File: src/rtl/phy_rx_lanes.sv
// rtl/phy_rx_lanes.sv - multi-lane serial receive PHY: per-lane COM alignment, word assembly, round-robin unstriping
module phy_rx_lanes #(
    parameter int               LANES       = 2,
    parameter int               SYM_W       = 8,
    parameter int               WORD_W      = 32,
    parameter logic [SYM_W-1:0] COM         = 8'hBC,
    parameter logic [SYM_W-1:0] IDL         = 8'h7C,
    parameter int               ALIGN_COUNT = 4
) (
    input  logic              clk_32f,
    input  logic              reset_L,
    input  logic [LANES-1:0]  data_in,
    output logic [WORD_W-1:0] data_out,
    output logic              valid_out,
    output logic [LANES-1:0]  active,
    output logic              overflow
);
    localparam int BPW    = WORD_W / SYM_W;
    localparam int BIT_W  = (SYM_W > 1) ? $clog2(SYM_W) : 1;
    localparam int BCNT_W = (BPW > 1) ? $clog2(BPW) : 1;
    localparam int CCNT_W = $clog2(ALIGN_COUNT + 1);
    localparam int PTR_W  = (LANES > 1) ? $clog2(LANES) : 1;

    typedef enum logic [1:0] {SEARCH, LOCKING, ACTIVE} state_t;

    logic [WORD_W-1:0] w_lane_word [LANES];
    logic [LANES-1:0]  w_fill;
    logic [LANES-1:0]  w_drain;
    logic [WORD_W-1:0] w_drain_word;
    logic [WORD_W-1:0] r_hold [LANES];
    logic [LANES-1:0]  r_full;
    logic [PTR_W-1:0]  r_ptr;
    logic [WORD_W-1:0] r_data_out;
    logic              r_valid_out;
    logic              r_overflow;

    genvar gi;
    generate
        for (gi = 0; gi < LANES; gi++) begin : g_lane
            state_t            r_state, w_state_next;
            logic [SYM_W-1:0]  r_sr;
            logic [BIT_W-1:0]  r_bit_cnt, w_bit_cnt_next;
            logic [CCNT_W-1:0] r_com_cnt, w_com_cnt_next;
            logic [BCNT_W-1:0] r_byte_cnt, w_byte_cnt_next;
            logic [WORD_W-1:0] r_word, w_word_next;
            logic              w_boundary, w_is_com, w_is_idl, w_fill_l;

            always_ff @(posedge clk_32f or negedge reset_L) begin
                if (!reset_L) begin
                    r_state    <= SEARCH;
                    r_sr       <= '0;
                    r_bit_cnt  <= '0;
                    r_com_cnt  <= '0;
                    r_byte_cnt <= '0;
                    r_word     <= '0;
                end else begin
                    r_state    <= w_state_next;
                    r_sr       <= {r_sr[SYM_W-2:0], data_in[gi]};
                    r_bit_cnt  <= w_bit_cnt_next;
                    r_com_cnt  <= w_com_cnt_next;
                    r_byte_cnt <= w_byte_cnt_next;
                    r_word     <= w_word_next;
                end
            end

            // Symbol boundaries are judged on the registered shifter, one edge after the last bit lands.
            always_comb begin
                w_is_com        = (r_sr == COM);
                w_is_idl        = (r_sr == IDL);
                w_boundary      = (r_bit_cnt == BIT_W'(SYM_W - 1));
                w_state_next    = r_state;
                w_bit_cnt_next  = w_boundary ? '0 : r_bit_cnt + BIT_W'(1);
                w_com_cnt_next  = r_com_cnt;
                w_byte_cnt_next = r_byte_cnt;
                w_word_next     = r_word;
                w_fill_l        = 1'b0;
                case (r_state)
                    SEARCH: begin
                        if (w_is_com) begin
                            w_bit_cnt_next = '0;
                            w_com_cnt_next = CCNT_W'(1);
                            w_state_next   = (ALIGN_COUNT <= 1) ? ACTIVE : LOCKING;
                        end
                    end
                    LOCKING: begin
                        if (w_boundary) begin
                            if (w_is_com) begin
                                w_com_cnt_next = r_com_cnt + CCNT_W'(1);
                                if (r_com_cnt + CCNT_W'(1) >= CCNT_W'(ALIGN_COUNT))
                                    w_state_next = ACTIVE;
                            end else begin
                                w_com_cnt_next = '0;
                                w_state_next   = SEARCH;
                            end
                        end
                    end
                    ACTIVE: begin
                        if (w_boundary) begin
                            if (w_is_com || w_is_idl) begin
                                w_byte_cnt_next = '0;
                            end else begin
                                w_word_next = WORD_W'({r_word, r_sr});
                                if (r_byte_cnt == BCNT_W'(BPW - 1)) begin
                                    w_byte_cnt_next = '0;
                                    w_fill_l        = 1'b1;
                                end else begin
                                    w_byte_cnt_next = r_byte_cnt + BCNT_W'(1);
                                end
                            end
                        end
                    end
                    default: w_state_next = SEARCH;
                endcase
            end

            assign w_lane_word[gi] = w_word_next;
            assign w_fill[gi]      = w_fill_l;
            assign active[gi]      = (r_state == ACTIVE);
        end
    endgenerate

    always_comb begin
        w_drain      = '0;
        w_drain_word = '0;
        for (int i = 0; i < LANES; i++) begin
            w_drain[i] = r_full[i] && (r_ptr == PTR_W'(i));
            if (w_drain[i]) w_drain_word = r_hold[i];
        end
    end

    // A lane may refill its holding register on the same edge the unstriper empties it.
    always_ff @(posedge clk_32f or negedge reset_L) begin
        if (!reset_L) begin
            r_full      <= '0;
            r_ptr       <= '0;
            r_data_out  <= '0;
            r_valid_out <= 1'b0;
            r_overflow  <= 1'b0;
            for (int i = 0; i < LANES; i++) r_hold[i] <= '0;
        end else begin
            r_valid_out <= |w_drain;
            if (|w_drain) begin
                r_data_out <= w_drain_word;
                r_ptr      <= (r_ptr == PTR_W'(LANES - 1)) ? '0 : r_ptr + PTR_W'(1);
            end
            for (int i = 0; i < LANES; i++) begin
                if (w_fill[i]) begin
                    if (!r_full[i] || w_drain[i]) begin
                        r_hold[i] <= w_lane_word[i];
                        r_full[i] <= 1'b1;
                    end else begin
                        r_overflow <= 1'b1;
                    end
                end else if (w_drain[i]) begin
                    r_full[i] <= 1'b0;
                end
            end
        end
    end

    assign data_out  = r_data_out;
    assign valid_out = r_valid_out;
    assign overflow  = r_overflow;
endmodule
File: config.mk
export PLATFORM = sky130hd
export DESIGN_NAME = phy_rx_lanes
export DESIGN_NICKNAME = d
export VERILOG_FILES = /design/src/rtl/phy_rx_lanes.sv
export SDC_FILE = /design/constraint.sdc
export NUM_CORES = 1
export LEC_CHECK = 0
export ABC_AREA = 1
export BUFFER_PORTS_ARGS = -buffer_cell sky130_fd_sc_hd__buf_4
export CAP_MARGIN = 10
export CORE_MARGIN = 2
export CORE_UTILIZATION = 40
export DETAILED_ROUTE_END_ITERATION = 6
export GPL_ROUTABILITY_DRIVEN = 0
export PLACE_DENSITY_LB_ADDON = 0.05
export SLEW_MARGIN = 0
export SYNTH_ARGS = -nofsm -noshare
export SYNTH_HDL_FRONTEND = slang
export SYNTH_SLANG_ARGS = --single-unit
File: constraint.sdc
create_clock -name clk_32f -period 1.8 [get_ports clk_32f]
set_input_delay 0.18 -clock clk_32f [delete_from_list [all_inputs] [get_ports clk_32f]]
set_output_delay 0.18 -clock clk_32f [all_outputs]
set_load 0.02 [all_outputs]
Word-level counts from Yosys, hierarchy flattened

Index checks and enable logic that the tools add are counted.

Memories kept: 0
Bits in read-only memories: 0
Latch bits: 0
Output and inout bits: 36
Memory bits (writable): 0
Register bits after elaboration: 201

Shift operators: 0
Div/mod/pow operators: 0
$lt $le $gt $ge: 2
Bitwise logic cells: 3
Equal/unequal tests: 20
$mul: 0
Reduce and logical (&&, ||, !) cells: 25
Mux-type cells: 55
$add $sub $neg: 7

Operators by type and width:

| kind                  | count |
|---|---|
| $mux W32              | 8 |
| $mux W3               | 12 |
| $mux W2               | 12 |
| $mux W1               | 19 |
| $eq A8 B7 Y1 const B  | 2 |
| $eq A8 B8 Y1 const B  | 2 |
| $add A3 B1 Y3 const B | 4 |
| $pmux W2 S3           | 2 |
| $pmux W3 S2           | 2 |
| $reduce_and A2 Y1     | 6 |
| $eq A2 B2 Y1 const B  | 4 |
| $ne A2 B2 Y1 const B  | 4 |
| $reduce_and A4 Y1     | 2 |
| $reduce_bool A2 Y1    | 4 |
| $eq A3 B3 Y1 const B  | 2 |
| $ge A3 B3 Y1 const B  | 2 |
| $ne A3 B3 Y1 const B  | 2 |
| $reduce_and A3 Y1     | 2 |
| $add A2 B1 Y2 const B | 2 |
| $eq A2 B1 Y1 const B  | 2 |
| $logic_not A2 Y1      | 2 |
| $logic_or A1 B1 Y1    | 4 |
| $ne A2 B1 Y1 const B  | 2 |
| $not A1 Y1            | 3 |
| 4 further kinds       | 6 |

Depth between registers and ports, before layout

Gate-level depths: netlist (run 1).

Depth in word-level cells: 8
Mapped depth: 10

Worst setup path before layout (run 1)

Ideal clock, no wire load.

Kind: reg2reg
Start point: register g_lane[1].r_bit_cnt[0]
End point: register r_hold[10] in the netlist's numbering
Stages on the path, launching flop included: 11
Path buffers: 1
Arrival time: 1.477 ns
Data required time: 1.684 ns
Setup slack: 0.207 ns
Path through: dfrtp_1 ha_1 ha_1 inv_2 nor2_8 inv_2 nor2_4 nand4_4 buf_6 nand2_1 nand2_1

Longest elaborated chain between the ends: 4
Elaborated cells on any way between the ends: 6
Those cells by class: 1 x eq/ne; 4 x mux; 1 x reduce/logical

RTL lines:

| what                               | line | RTL |
|---|---|---|
| start, declared                    | 42   | `logic [BIT_W-1:0] r_bit_cnt, w_bit_cnt_next;` |
| start signal, assigned             | 59   | `r_bit_cnt <= w_bit_cnt_next;` |
| $eq A3 B3 Y1 (*)                   | 70   | `w_boundary = (r_bit_cnt == BIT_W'(SYM_W - 1));` |
| $mux W1                            | 98   | `if (w_boundary) begin` |
| $mux W1                            | 77   | `case (r_state)` |
| $reduce_and A2 Y1 (no source line) | n/a  |  |
| end signal, assigned by index      | 149  | `r_hold[i] <= w_lane_word[i];` |
| end, declared                      | 30   | `logic [WORD_W-1:0] r_hold [LANES];` |

Mark *: on every way between the ends. The rest lies on a longest branch, timed or not.
A chain may end at the register's enable or synchronous reset.

Worst setup path after layout (run 1)

Start point: register g_lane[0].r_bit_cnt[0]
End point: register r_hold[34] in the netlist's numbering

Longest elaborated chain between the ends: 4
Elaborated cells on any way between the ends: 6
Those cells by class: 1 x eq/ne; 4 x mux; 1 x reduce/logical

RTL lines:

| what                               | line |
|---|---|
| start, declared                    | 42 |
| start signal, assigned             | 59 |
| $eq A3 B3 Y1 (*)                   | 70 |
| $mux W1                            | 98 |
| $mux W1                            | 77 |
| $reduce_and A2 Y1 (no source line) | n/a |

Marks and branches as above.

==> results.toml, run 1 <==
[run_status]
outcome = "completed"

[yosys]
syn_area_sq_um = 8548
yosys.area.top_type = "dfrtp_1"
synth.area.top_cells = "dfrtp_1 (59%), nand2_1 (18%), nand3_1 (6.0%)"
avgSynthCellArea_sq_um = 9.202
syn_nets = 941
ys_ff_latch = 201
synth_top_area_frac = 0.5884
yosys_warnings = 0
syn_inst = 929
seq_area_frac_synth = 0.5884
yosysUniqueCellTypes = 29

[power_and_ir_drop]
p_comb_frac = 0.056
power.density_nw_per_um2 = 990.2
p_sw_frac = 0.2202
p_leak_uw = 0.005608
seqPwrFrac = 0.462
p_int_uw = 7973
p_clk_frac = 0.482
p_sw_uw = 2251
vdd_ir_drop_max_v = 0.0005634

[place]
port_buffers = 39
post_dp_cell_area_sq_um = 9189
dp_cells = 1221
dp_hpwl_mm = 13.71

[route]
wl_per_cell_um = 16.16
drtIter0Drc = 381
drc = 0
drt-vias-per-instance = 5.006
drtAntennaViolNets = 0
wirelength_mm = 20.72
firstDrtPassIters = 4
num_vias = 6418

[critical_path]
cpPeakStageDelay_ns = 0.39
reg2reg_to = "r_hold[34]"
critPathTopFamily = "simple AND/OR/NAND/NOR gates"
crit_required_ns = 2.24
cp.depth = 9
crit_buf_inv = 2
worstPathMaxFanout = 8
r2r_setup_slack_ns = 0.07
path_class = "flop to flop"
reg2regPathDepth = 9
cp_slowest_cell = "dfrtp_1"
crit_path_end = "r_hold[34]"
worstSetupStartpointType = "flop"
cp-startpoint = "g_lane[0].r_bit_cnt[0]"
crit_chain = "ha_4 -> ha_4 -> inv_2 -> nor2_8 -> nand4_1 -> nor2_4 -> clkbuf_16 -> nand2_1 -> nand2_1"
end_kind = "flop"
reg2reg_from = "g_lane[0].r_bit_cnt[0]"
worstPathArrival_ns = 2.17

[layout]
layout.cells.non_filler = 1282
design_area_sq_um = 10320
syn2layout_area_growth_pct = 20.78
regArea_sq_um = 5030
layout_commonest_cell = "nand2_1"
nets = 1002
antenna_cells = 0
final_cell_mix = "nand2_1 (399), dfrtp_1 (201), nand3_1 (102), nand4_1 (67), buf_4 (65)"
fillCellCount = 1937
drive_gt1_frac = 0.1599
multi_input_area_sq_um = 3047

[cts]
clk_pin_slew_ns = 0.06
numCtsBuffers = 24
clk_latency_ns = 0.50
h-tree-depth = 1
root_buffer = "clkbuf_16"
cts_buffer_depth = 3
tritoncts = "built"
cts.sinks = 201

[floorplanning]
fp.dieW_um = 150.2
start_util = 0.4066
die_y_um = 150.2
std_cell_rows = 53
io_pins = 40
core_area_sq_um = 21020
dieArea_sq_um = 22560

[grt]
antenna_found_initial = 0
grt_pass1_wl_mm = 33.02
track_usage = 0.1821
grt_max_degree = 51
grt.overflow.total = 0
grt_pass1_vias = 6402

[sta]
setup_viol = 0
finalCritPeriodShare = 0.9610
report.final.slew_viol_count = 0
timing.hold.ws_ns = 0.1848
period_minus_slack_ns = 1.730
hold_viol_final = 0
tightest_slew_ns = 0.4360
max_slew_margin = 0.7093
clock_skew_ns = 0.006021
max_freq_mhz = 578.1

[hold_path]
hold_class = "input pin to async pin"

[run]
max_cap_violations = 0
through the flow:
stage          setup slack [ns]   TNS [ns]  utilization  total power, uW
3_5_place_dp          -0.002035  -0.002035       0.4371             5242
2_1_floorplan            0.2067          0            -             5021
5_1_grt                -0.02110    -0.2625       0.4912            10680
4_1_cts                 0.02812          0       0.4779            10230
6_report                0.07017          0       0.4912            10220
3_3_place_gp            0.05781          0       0.4371             5198
power groups by stage:
stage / combinational (uW) / clock [uW] / sequential, uW
global placement: 432 / 0 / 4770
floorplan: 267 / 0 / 4750
CTS: 472 / 5060 / 4700
global route: 669 / 5280 / 4730
detailed placement: 468 / 0 / 4770
finish: 568 / 4930 / 4720
worst min path at each step:
stage | start | endpoint | slack (ns) | depth (start not counted)
after floorplan | reset_L | data_out[0] | -0.12 | 0
after global placement | reset_L | g_lane[1].r_com_cnt[2] | 0.16 | 1
after detailed placement | reset_L | g_lane[1].r_com_cnt[1] | 0.17 | 1
after CTS | reset_L | g_lane[1].r_com_cnt[1] | 0.22 | 2
after global routing | reset_L | g_lane[1].r_com_cnt[2] | 0.25 | 2
final | reset_L | g_lane[1].r_com_cnt[2] | 0.18 | 2
Yosys cell counts:
master      n
dfrtp_1   201
nand3b_1    1
ha_1        8
xor2_1      1
inv_1      31
nand4_4     3
buf_2      19
nand4_1    67
nor2_8      2
or2_2       2
nand2_2     2
o21ai_1     1
nand3_4     2
inv_2       6
o21ai_2     2
o21ai_0    11
clkbuf_1   14
nor2_4      5
nand2_1   399
nand3_1   102
nand2_4     4
xnor2_1     1
buf_8       1
nor2_2      3
nor3_1      1
buf_4       3
nor2_1     18
buf_6      18
a21oi_1     1
cells by family after synthesis:
logic type	count (synthesis)	share of synthesized area
adders and majority gates	8	0.01171
AOI/OAI and AO/OA	15	0.009659
buffers and inverters	92	0.06162
DFF	201	0.5884
xor gates and xnor gates	2	0.002050
and+or+nand+nor	611	0.3265
worst register-to-register path, cell delays in order, from the launching register on:
cell	delay [ns]
dfrtp_1	0.39
ha_4	0.16
ha_4	0.13
inv_2	0.06
nor2_8	0.11
nand4_1	0.17
nor2_4	0.30
clkbuf_16	0.23
nand2_1	0.06
nand2_1	0.06
what timing repair did:
action | 4_1_cts | 5_1_grt
buffers inserted | 0 | 8
endpoints found under the hold margin | 71 | 0
pin swaps | 0 | 9
hold buffers | 3 | 0
gates cloned | 0 | 7
resized for setup | 1 | 15
endpoints found under the setup margin | 2 | 64
layer usage:
metal,up-vias,track usage,share of wire
met5,-,0,0
met4,0,0.03679,0.0099
met3,13,0.02667,0.038
met2,108,0.2881,0.46
met1,3135,0.2684,0.50
li1,3162,-,-
cell type report:
cell class	count	share of cell area
timing repair buffer	90	0.09077
inverter	37	0.01394
multi-input combinational	636	0.2951
tap	275	0.03333
clock buffer	37	0.07174
sequential	201	0.4872
clock inverter	6	0.007998
sequential cells by signal, summed over array words and instances, names as in the netlist, 2 cells and up:
register and cells:
g_lane.r_bit_cnt 6, g_lane.r_word 64, g_lane.r_sr 16, g_lane.r_state 4, r_hold 64, g_lane.r_com_cnt 6, data_out 32, r_full 2
g_lane.r_byte_cnt 4
(Power assumes the default switching activity.)
==> run 2, diff against run 1 <==
--- a/config.mk
+++ b/config.mk
@@ -8,7 +8,6 @@
 export ABC_AREA = 1
 export BUFFER_PORTS_ARGS = -buffer_cell sky130_fd_sc_hd__buf_4
 export CAP_MARGIN = 10
-export CORE_MARGIN = 2
 export CORE_UTILIZATION = 40
 export DETAILED_ROUTE_END_ITERATION = 6
 export GPL_ROUTABILITY_DRIVEN = 0
==> run 2 against run 1 <==
  * Sequential cell count unchanged
  * Critical path depth up 1
  * Worst hold slack better by 0.014 ns
  * Count of clock-buffer cells in the layout down 2
  * Design area down 2.0%
==> results.toml, run 2 (same netlist as run 1, synthesis figures left out) <==
[layout]
syn2layout_area_growth_pct = 18.41
layout.cells.non_filler = 1275
final_cell_mix = "nand2_1 (399), dfrtp_1 (201), nand3_1 (102), buf_4 (69), nand4_1 (67)"
fillCellCount = 2039
drive_gt1_frac = 0.1520
nets = 998
antenna_cells = 0
layout_commonest_cell = "nand2_1"

[run_status]
outcome = "completed"

[grt]
grt_use_met2 = 0.2866
track_usage = 0.1885
grt_use_met1 = 0.2803
grt.busiest_layer = "met2"
grt_max_degree = 53
antenna_found_initial = 0
grt_pass1_wl_mm = 33.11
met3_usage = 0.02945
grt.overflow.total = 0
grt_pass1_vias = 6389

[sta]
report.final.slew_viol_count = 0
tightest_slew_ns = 0.4360
setup_ws_ns = 0.1007
clock_skew_ns = 0.01571
max_slew_margin = 0.7093
hold_viol_final = 0
finalCritPeriodShare = 0.9440
tns_ns = 0
max_freq_mhz = 588.5
period_minus_slack_ns = 1.699
setup_viol = 0

[route]
drt-vias-per-instance = 4.919
wl_per_cell_um = 15.74
drtIter0Drc = 386
num_vias = 6272
wirelength_mm = 20.06
firstDrtPassIters = 4
drtAntennaViolNets = 0
drc = 0

[critical_path]
path_class = "flop to flop"
end_kind = "flop"
cp_slowest_cell = "dfrtp_1"
worstPathArrival_ns = 2.09
crit_buf_inv = 3
crit_required_ns = 2.19
critPathTopFamily = "simple AND/OR/NAND/NOR gates"
worstPathMaxFanout = 8
cpPeakStageDelay_ns = 0.35
crit_chain = "ha_2 -> ha_4 -> inv_4 -> nor2_8 -> inv_4 -> nor2_4 -> nand4_4 -> clkbuf_16 -> nand2_1 -> nand2_1"
worstSetupStartpointType = "flop"

[floorplanning]
std_cell_rows = 53
dieArea_sq_um = 21960
start_util = 0.4079
fp.dieW_um = 148.2
die_y_um = 148.2
core_area_sq_um = 20960
io_pins = 40

[place]
dp_slack_ns = 0.08332
port_buffers = 39
dp_hpwl_mm = 13.47
dp_cells = 1226

[cts]
tritoncts = "built"
root_buffer = "clkbuf_16"
clk_latency_ns = 0.51
h-tree-depth = 1
clk_pin_slew_ns = 0.06
cts.sinks = 201
cts_buffer_depth = 3
numCtsBuffers = 23

[power_and_ir_drop]
vdd_ir_drop_max_v = 0.0006492
p_leak_uw = 0.005528
power.density_nw_per_um2 = 966.4
fin_total_pwr_uw = 9782

[run]
max_cap_violations = 0

[hold_path]
hold_class = "input pin to async pin"
[run 2: what timing repair did]
item,in CTS,in global routing
gates resized for setup,0,6
hold buffers,3,0
hold endpoints to repair,55,0
setup endpoints to repair,0,49
setup buffers,0,4
[run 2: area by class of cell]
cell class                      instances  area [sq um]  area share
Clock buffer                           35         700.7     0.06922
Sequential cell                       201          5030      0.4969
Multi-Input combinational cell        636          3012      0.2975
Clock inverter                          4         48.80    0.004821
Tap cell                              275         344.1     0.03399
Inverter                               37         143.9     0.01422
Timing Repair Buffer                   87         843.3     0.08331
[run 2: worst paths after layout]
kind / from / to / slack (ns) / cells past startpoint
worst max-delay path: g_lane[1].r_bit_cnt[0] / r_hold[30] / 0.10 / 10
worst min-delay path: reset_L / r_hold[22] / 0.20 / 2
worst max register to register: g_lane[1].r_bit_cnt[0] / r_hold[30] / 0.10 / 10
worst min register to register: g_lane[1].r_sr[5] / g_lane[1].r_sr[6] / 0.40 / 0
max in group asynchronous: reset_L / valid_out / 0.95 / 3
min in group clk_32f: data_in[0] / g_lane[0].r_sr[0] / 0.32 / 2
[run 2: layer usage]
| metal | part of all wire | vias up |
|---|---|---|
| met5 | 0 | - |
| met4 | 0.016 | 0 |
| met3 | 0.039 | 28 |
| met2 | 0.45 | 93 |
| met1 | 0.50 | 2995 |
| li1 | - | 3156 |
[run 2: per-stage QoR]
step                      hold slack [ns]  instance area (sq um)    util
after CTS                          0.1967                  10010  0.4775
final                              0.1988                  10120  0.4830
after floorplan                   -0.1156                   8548       -
after global routing               0.2192                  10120  0.4830
after detailed placement           0.1641                   9226  0.4403
after global placement             0.1698                   9226  0.4403
[run 2: report_power, final]
group / switching [uW] / internal (uW)
Combinational: 298 / 191
Sequential: 67.9 / 4630
Clock: 1790 / 2800
Total: 2160 / 7620
